## config.mk

```make
export PLATFORM = sky130hd
export DESIGN_NAME = vmem_lane_sequencer_flat
export DESIGN_NICKNAME = d
export VERILOG_FILES = /design/src/rtl/vmem_lane_sequencer_if.sv /design/src/rtl/vmem_lane_sequencer.sv /design/src/flat_wrapper.sv
export SDC_FILE = /design/constraint.sdc
export NUM_CORES = 1
export LEC_CHECK = 0
export CAP_MARGIN = 20
export CORE_MARGIN = 2
export CORE_UTILIZATION = 30
export CTS_BUF_LIST = sky130_fd_sc_hd__clkbuf_16
export DETAILED_ROUTE_END_ITERATION = 10
export SLEW_MARGIN = 20
export SYNTH_ARGS = -nofsm -noshare
export SYNTH_HDL_FRONTEND = slang
export SYNTH_SLANG_ARGS = --single-unit
```

## constraint.sdc

```tcl
create_clock -name clk -period 1.7 [get_ports clk]
set_input_delay 0.17 -clock clk [delete_from_list [all_inputs] [get_ports clk]]
set_output_delay 0.17 -clock clk [all_outputs]
set_load 0.01 [all_outputs]
```

## src/rtl/vmem_lane_sequencer_if.sv

```systemverilog
// Bundle for the vector unit's request/response and the shared vector data memory port.
// slave = the sequencer, master = the vector unit plus the memory it drives.
interface vmem_lane_sequencer_if #(
    parameter int LANES  = 4,
    parameter int LANE_W = 4,
    parameter int ADDR_W = 4
);
    logic                    req_valid;
    logic                    req_ready;
    logic                    req_write;
    logic [ADDR_W-1:0]       req_base;
    logic [ADDR_W-1:0]       req_stride;
    logic [LANES*LANE_W-1:0] req_wdata;
    logic                    mem_en;
    logic                    mem_we;
    logic [ADDR_W-1:0]       mem_addr;
    logic [LANE_W-1:0]       mem_wdata;
    logic [LANE_W-1:0]       mem_rdata;
    logic                    resp_valid;
    logic [LANES*LANE_W-1:0] resp_rdata;
    logic                    busy;

    modport slave (
        input  req_valid, req_write, req_base, req_stride, req_wdata, mem_rdata,
        output req_ready, mem_en, mem_we, mem_addr, mem_wdata, resp_valid, resp_rdata, busy
    );

    modport master (
        output req_valid, req_write, req_base, req_stride, req_wdata, mem_rdata,
        input  req_ready, mem_en, mem_we, mem_addr, mem_wdata, resp_valid, resp_rdata, busy
    );
endinterface

```

## src/rtl/vmem_lane_sequencer.sv

```systemverilog
// Serialises one strided vector load/store into LANES single-element accesses
// on a shared single-ported memory, returning the packed result with a one-cycle pulse.
module vmem_lane_sequencer #(
    parameter int LANES  = 4,
    parameter int LANE_W = 4,
    parameter int ADDR_W = 4
) (
    input  logic                  clk,
    input  logic                  rst,
    vmem_lane_sequencer_if.slave  bus
);
    localparam int LW = (LANES > 1) ? $clog2(LANES) : 1;
    localparam logic [LW-1:0] LAST_LANE = LW'(LANES - 1);

    typedef enum logic [1:0] {S_IDLE, S_ISSUE, S_WAIT, S_RESP} state_t;

    state_t                  r_state;
    state_t                  w_state_next;
    logic [LW-1:0]           r_lane;
    logic                    r_write;
    logic [ADDR_W-1:0]       r_addr;
    logic [ADDR_W-1:0]       r_stride;
    logic [LANES*LANE_W-1:0] r_wdata;
    logic [LANES*LANE_W-1:0] r_rdata;
    logic [LANES*LANE_W-1:0] w_rdata_next;
    logic                    r_cap_pend;
    logic [LW-1:0]           r_cap_lane;
    logic [LANE_W-1:0]       r_acc [LANES-1];

    logic w_accept;
    logic w_issue;
    logic w_last;
    logic w_en;

    assign w_accept = (r_state == S_IDLE) & bus.req_valid;
    assign w_issue  = (r_state == S_ISSUE);
    assign w_last   = (r_lane == LAST_LANE);

    always_comb begin
        w_state_next = r_state;
        case (r_state)
            S_IDLE:  if (bus.req_valid) w_state_next = S_ISSUE;
            S_ISSUE: if (w_last) w_state_next = r_write ? S_RESP : S_WAIT;
            S_WAIT:  w_state_next = S_RESP;
            S_RESP:  w_state_next = S_IDLE;
            default: w_state_next = S_IDLE;
        endcase
    end

    always_ff @(posedge clk) begin
        if (rst) r_state <= S_IDLE;
        else     r_state <= w_state_next;
    end

    // r_addr walks base, base+stride, ... so no multiplier is needed; wrap is natural.
    always_ff @(posedge clk) begin
        if (rst) begin
            r_lane     <= '0;
            r_write    <= 1'b0;
            r_addr     <= '0;
            r_stride   <= '0;
            r_wdata    <= '0;
            r_cap_pend <= 1'b0;
            r_cap_lane <= '0;
            r_rdata    <= '0;
        end else begin
            r_cap_pend <= w_issue & ~r_write;
            r_cap_lane <= r_lane;
            if (w_accept) begin
                r_write  <= bus.req_write;
                r_addr   <= bus.req_base;
                r_stride <= bus.req_stride;
                r_wdata  <= bus.req_wdata;
                r_lane   <= '0;
            end else if (w_issue) begin
                r_addr <= r_addr + r_stride;
                r_lane <= w_last ? '0 : r_lane + 1'b1;
            end
            if (r_state == S_WAIT) r_rdata <= w_rdata_next;
        end
    end

    // Early lanes collect in a shadow so resp_rdata only changes when a load completes.
    genvar gi;
    generate
        for (gi = 0; gi < LANES - 1; gi++) begin : g_acc
            always_ff @(posedge clk) begin
                if (rst)
                    r_acc[gi] <= '0;
                else if (r_cap_pend && (r_cap_lane == LW'(gi)))
                    r_acc[gi] <= bus.mem_rdata;
            end
            assign w_rdata_next[gi*LANE_W +: LANE_W] = r_acc[gi];
        end
    endgenerate
    assign w_rdata_next[(LANES-1)*LANE_W +: LANE_W] = bus.mem_rdata;

    assign w_en           = w_issue & ~rst;
    assign bus.req_ready  = (r_state == S_IDLE) & ~rst;
    assign bus.mem_en     = w_en;
    assign bus.mem_we     = w_en & r_write;
    assign bus.mem_addr   = w_en ? r_addr : '0;
    assign bus.mem_wdata  = (w_en & r_write) ? r_wdata[r_lane*LANE_W +: LANE_W] : '0;
    assign bus.resp_valid = (r_state == S_RESP) & ~rst;
    assign bus.resp_rdata = rst ? '0 : r_rdata;
    assign bus.busy       = (r_state != S_IDLE) & ~rst;
endmodule

```

## src/flat_wrapper.sv

```systemverilog
// flat-port wrapper written by rule: the top's interface ports become plain ports
module vmem_lane_sequencer_flat 
#(
    parameter int LANES  = 4,
    parameter int LANE_W = 4,
    parameter int ADDR_W = 4
)
  (clk, rst, bus_req_valid, bus_req_write, bus_req_base, bus_req_stride, bus_req_wdata, bus_mem_rdata, bus_req_ready, bus_mem_en, bus_mem_we, bus_mem_addr, bus_mem_wdata, bus_resp_valid, bus_resp_rdata, bus_busy);
  vmem_lane_sequencer_if #(.LANES(LANES), .LANE_W(LANE_W), .ADDR_W(ADDR_W)) bus_i ();
  input  logic clk;
  input  logic rst;
  input wire logic [$bits(bus_i.req_valid)-1:0] bus_req_valid;
  input wire logic [$bits(bus_i.req_write)-1:0] bus_req_write;
  input wire logic [$bits(bus_i.req_base)-1:0] bus_req_base;
  input wire logic [$bits(bus_i.req_stride)-1:0] bus_req_stride;
  input wire logic [$bits(bus_i.req_wdata)-1:0] bus_req_wdata;
  input wire logic [$bits(bus_i.mem_rdata)-1:0] bus_mem_rdata;
  output wire logic [$bits(bus_i.req_ready)-1:0] bus_req_ready;
  output wire logic [$bits(bus_i.mem_en)-1:0] bus_mem_en;
  output wire logic [$bits(bus_i.mem_we)-1:0] bus_mem_we;
  output wire logic [$bits(bus_i.mem_addr)-1:0] bus_mem_addr;
  output wire logic [$bits(bus_i.mem_wdata)-1:0] bus_mem_wdata;
  output wire logic [$bits(bus_i.resp_valid)-1:0] bus_resp_valid;
  output wire logic [$bits(bus_i.resp_rdata)-1:0] bus_resp_rdata;
  output wire logic [$bits(bus_i.busy)-1:0] bus_busy;
  assign bus_i.req_valid = bus_req_valid;
  assign bus_i.req_write = bus_req_write;
  assign bus_i.req_base = bus_req_base;
  assign bus_i.req_stride = bus_req_stride;
  assign bus_i.req_wdata = bus_req_wdata;
  assign bus_i.mem_rdata = bus_mem_rdata;
  assign bus_req_ready = bus_i.req_ready;
  assign bus_mem_en = bus_i.mem_en;
  assign bus_mem_we = bus_i.mem_we;
  assign bus_mem_addr = bus_i.mem_addr;
  assign bus_mem_wdata = bus_i.mem_wdata;
  assign bus_resp_valid = bus_i.resp_valid;
  assign bus_resp_rdata = bus_i.resp_rdata;
  assign bus_busy = bus_i.busy;
  vmem_lane_sequencer #(.LANES(LANES), .LANE_W(LANE_W), .ADDR_W(ADDR_W)) u_core (.clk(clk), .rst(rst), .bus(bus_i));
endmodule
```

==> flow_summary_export.csv <==
group,metric,value,unit
run_status,outcome,"complete, no violations",
sta,fin_crit,1.67,ns
power_and_ir_drop,p_leak,1.52,nW
clock_tree,cts_sinks,60,
logic_synthesis,ys_ff_latch,60,
logic_synthesis,ys_seq_area_share,48.6,%
placed_design,place_congestion,0.811,
worst_setup_path,cp_max_fo,4,
grt,grt_pass1_vias,2074,
floorplan,row_count,34,
logic_synthesis,synthArstFlopShare,0,%
logic_synthesis,syn_area_per_cell,9.58,sq um
worst_setup_path,crit_slowest_cell,"mux4_2",
floorplan,start_util,31.1,%
clock_tree,cts_tree,"done",
grt,grt_max_degree,23,
placed_design,dp.cells,450,
layout,drive_gt1_share,18.2,%
sta,relSlewSlack,78.6,%
placed_design,postPlaceCellArea,3470,sq um
logic_synthesis,syn_area,2720,sq um
grt,grt_usage,13.0,%
layout,final_util,44.2,%
layout,finalNonFillerCells,470,
detailed_routing,drt-total-wl,6100,um
sta,setup_viol_count_final,0,
logic_synthesis,yosys_warnings,0,
worst_setup_path,crit_family,"multiplexers",
worst_setup_path,startpoint_type,"register",
logic_synthesis,syn_nets,325,
clock_tree,clk_pin_slew,0.06,ns
power_and_ir_drop,ir_drop,594,uV
sta,timing.final.crit_share,98.3,%
floorplan,die_x,99.2,um
floorplan,core,8760,sq um
sta,rsz0062_at_grt,"true",
floorplan,io_pins,61,
run,max_cap_viol_count,0,
worst_setup_path,end_kind,"primary output",
worst_setup_path,crit_path_cell_trace,"mux4_2 > and3_4 > buf_6",
detailed_routing,vias,2146,
worst_setup_path,reg2reg_depth,8,
sta,finalHoldViolCount,0,
worst_setup_path,cp.required,1.53,ns
grt,grt_pass1_wl,10200,um
placed_design,dpl.hpwl,4300,um
detailed_routing,postRouteAntennaNets,0,
layout,syn_to_final_growth,42.2,%
layout,num-nets-final,398,
worst_setup_path,crit_cells,3,
sta,fmax,598,MHz
detailed_routing,vias_per_cell,4.57,
detailed_routing,wl_per_cell,13.0,um
clock_tree,holdBufCountCts,0,
detailed_routing,drc,0,
layout,diodes,0,
worst_setup_path,critical_path_class,"reg -> out",
worst_setup_path,slowest_delay,0.50,ns
detailed_routing,dr.first_iter.drc_count,45,
min_path,whs_path_depth,3,
worst_setup_path,r2r_slack,0.16,ns
logic_synthesis,synthDistinctLibCells,35,
logic_synthesis,synthFlopType,"dfxtp_1",
worst_setup_path,cp.arrival,1.50,ns
sta,maxSlewViolCount,0,
clock_tree,cts_htree_levels,3,
clock_tree,insertion_delay,0.33,ns
detailed_routing,drt_first_pass_iters,4,
sta,tightest_slew,0.321,ns
grt,gr-total-overflow,0,
logic_synthesis,synthCells,284,
sta,skew,0.00835,ns
logic_synthesis,synth_edf_count,12,
grt,antenna_found_initial,0,
placed_design,port_buffers,60,
floorplan,die_area,9850,sq um
floorplan,die_h,99.2,um
worst_setup_path,crit_buf_inv,1,
clock_tree,numCtsBuffers,9,
min_path,worst_hold_path_type,"in -> reg",
power_and_ir_drop,p_total,0.00539,W
clock_tree,cts_buffer_depth,2,
clock_tree,root_buffer,"clkbuf_16",
power_and_ir_drop,power_density,1390,nW/um^2
layout,fin_area,3870,sq um
-- per-stage QoR --
step | worst slack, ns | setup TNS (ns) | hold WS, ns
after floorplan | 0.253 | 0 | 0.306
after global placement | -0.0905 | -0.283 | 0.442
after detailed placement | -0.0967 | -0.293 | 0.448
after CTS | -0.000424 | -0.000424 | 0.297
after global routing | -0.0143 | -0.0337 | 0.321
final | 0.0281 | 0 | 0.306
-- state kept, by name (all words and copies together) (netlist names) --
register,flops
u_core.r_addr,4
u_core.r_state,2
u_core.r_cap_pend,1
u_core.r_lane,2
u_core.r_stride,4
u_core.r_cap_lane,2
u_core.r_rdata,16
u_core.r_wdata,16
u_core.r_write,1
u_core.r_acc,12
-- final timing paths --
check,startpoint,end
max,u_core.r_lane[1],bus_mem_wdata[3]
min,rst,u_core.r_rdata[4]
max reg2reg,u_core.r_state[1],u_core.r_wdata[10]
min reg2reg,u_core.r_wdata[11],u_core.r_wdata[11]
-- power breakdown --
group / internal, W / switching, W
Sequential: 0.00171 / 0.000155
Clock: 0.00129 / 0.000663
Combinational: 0.000789 / 0.000778
Total: 0.00379 / 0.00160
-- cells in the mapped netlist, types with 2 or more instances --
cell type,n,share of area (%)
edfxtp_1,12,13
a211oi_1,3,0.83
and3_1,6,1.4
nand3_1,2,0.37
buf_2,6,1.1
ha_1,8,3.7
nor3_1,2,0.37
nand3b_1,2,0.55
dfxtp_1,48,35
buf_6,5,2.1
mux4_2,4,3.3
a21oi_1,27,5.0
nand2b_1,6,1.4
inv_1,6,0.83
a31oi_1,2,0.46
clkbuf_1,4,0.55
and2_1,17,3.9
or2_2,2,0.46
nor3b_1,2,0.55
nor2b_1,21,4.8
nand2_1,46,6.3
nor2_1,23,3.2
mux2i_1,18,6.6
-- area by class of cell --
class	count	area [sq um]
repair inverters	1	7.51
inverters	7	26.3
fillers	864	4890
well taps	108	135
clock buffers	9	225
multi-input cells	199	1300
flip-flops and latches	60	1330
clock inverters	7	100
repair buffers	79	743
-- cell families (layout without fill, tap and decap cells) --
| kind of cell | Yosys count | in the layout | share of synthesized area [%] |
|---|---|---|---|
| fa+ha+maj | 9 | 9 | 4.41 |
| simple gates | 130 | 130 | 23.5 |
| buf+inv | 25 | 103 | 5.29 |
| compound gates | 36 | 36 | 7.63 |
| mux | 22 | 22 | 9.93 |
| xor+xnor | 2 | 2 | 0.644 |
| flops | 60 | 60 | 48.6 |
-- repair_timing --
action	in CTS	in global routing
resized for setup	42	13
pin swaps	0	2
cloned	1	0
setup endpoints to repair	13	12
buffers inserted	2	1
-- worst reg2reg max path, cell delays in order, from the launching register on --
cell     delay, ns
dfxtp_2       0.32
inv_2         0.07
buf_4         0.11
ha_2          0.19
buf_4         0.14
and2_1        0.23
buf_4         0.22
nand2_1       0.07
a21oi_1       0.12
-- routing by layer --
metal	vias to the layer above	wire length, um	GRT usage (%)
li1	1097	-	-
met1	982	2830	17.3
met2	65	2780	19.8
met3	2	467	4.85
met4	0	22	4.11
met5	-	0	0
-- placed cells by master, fill, tap and decap left out, types with 2 or more instances in the layout --
| cell type | n |
|---|---|
| a31oi_1 | 2 |
| and3_4 | 4 |
| clkinv_4 | 3 |
| nor2_1 | 23 |
| nand2b_1 | 5 |
| a21oi_1 | 27 |
| clkbuf_16 | 9 |
| dfxtp_1 | 44 |
| nand3b_1 | 2 |
| dlygate4sd2_1 | 5 |
| nor3_1 | 2 |
| nand3_1 | 2 |
| mux2i_1 | 18 |
| bufinv_16 | 2 |
| inv_2 | 2 |
| buf_2 | 3 |
| nor2b_1 | 20 |
| inv_1 | 5 |
| edfxtp_1 | 12 |
| nand2_1 | 46 |
| dfxtp_2 | 3 |
| clkdlybuf4s15_1 | 2 |
| buf_4 | 17 |
| a211oi_1 | 3 |
| and3_1 | 2 |
| ha_1 | 6 |
| and2_1 | 16 |
| mux4_2 | 4 |
| buf_6 | 5 |
| or2_2 | 2 |
| clkdlybuf4s50_1 | 46 |
| nor3b_1 | 2 |
Power figures use the tool's default switching activity.
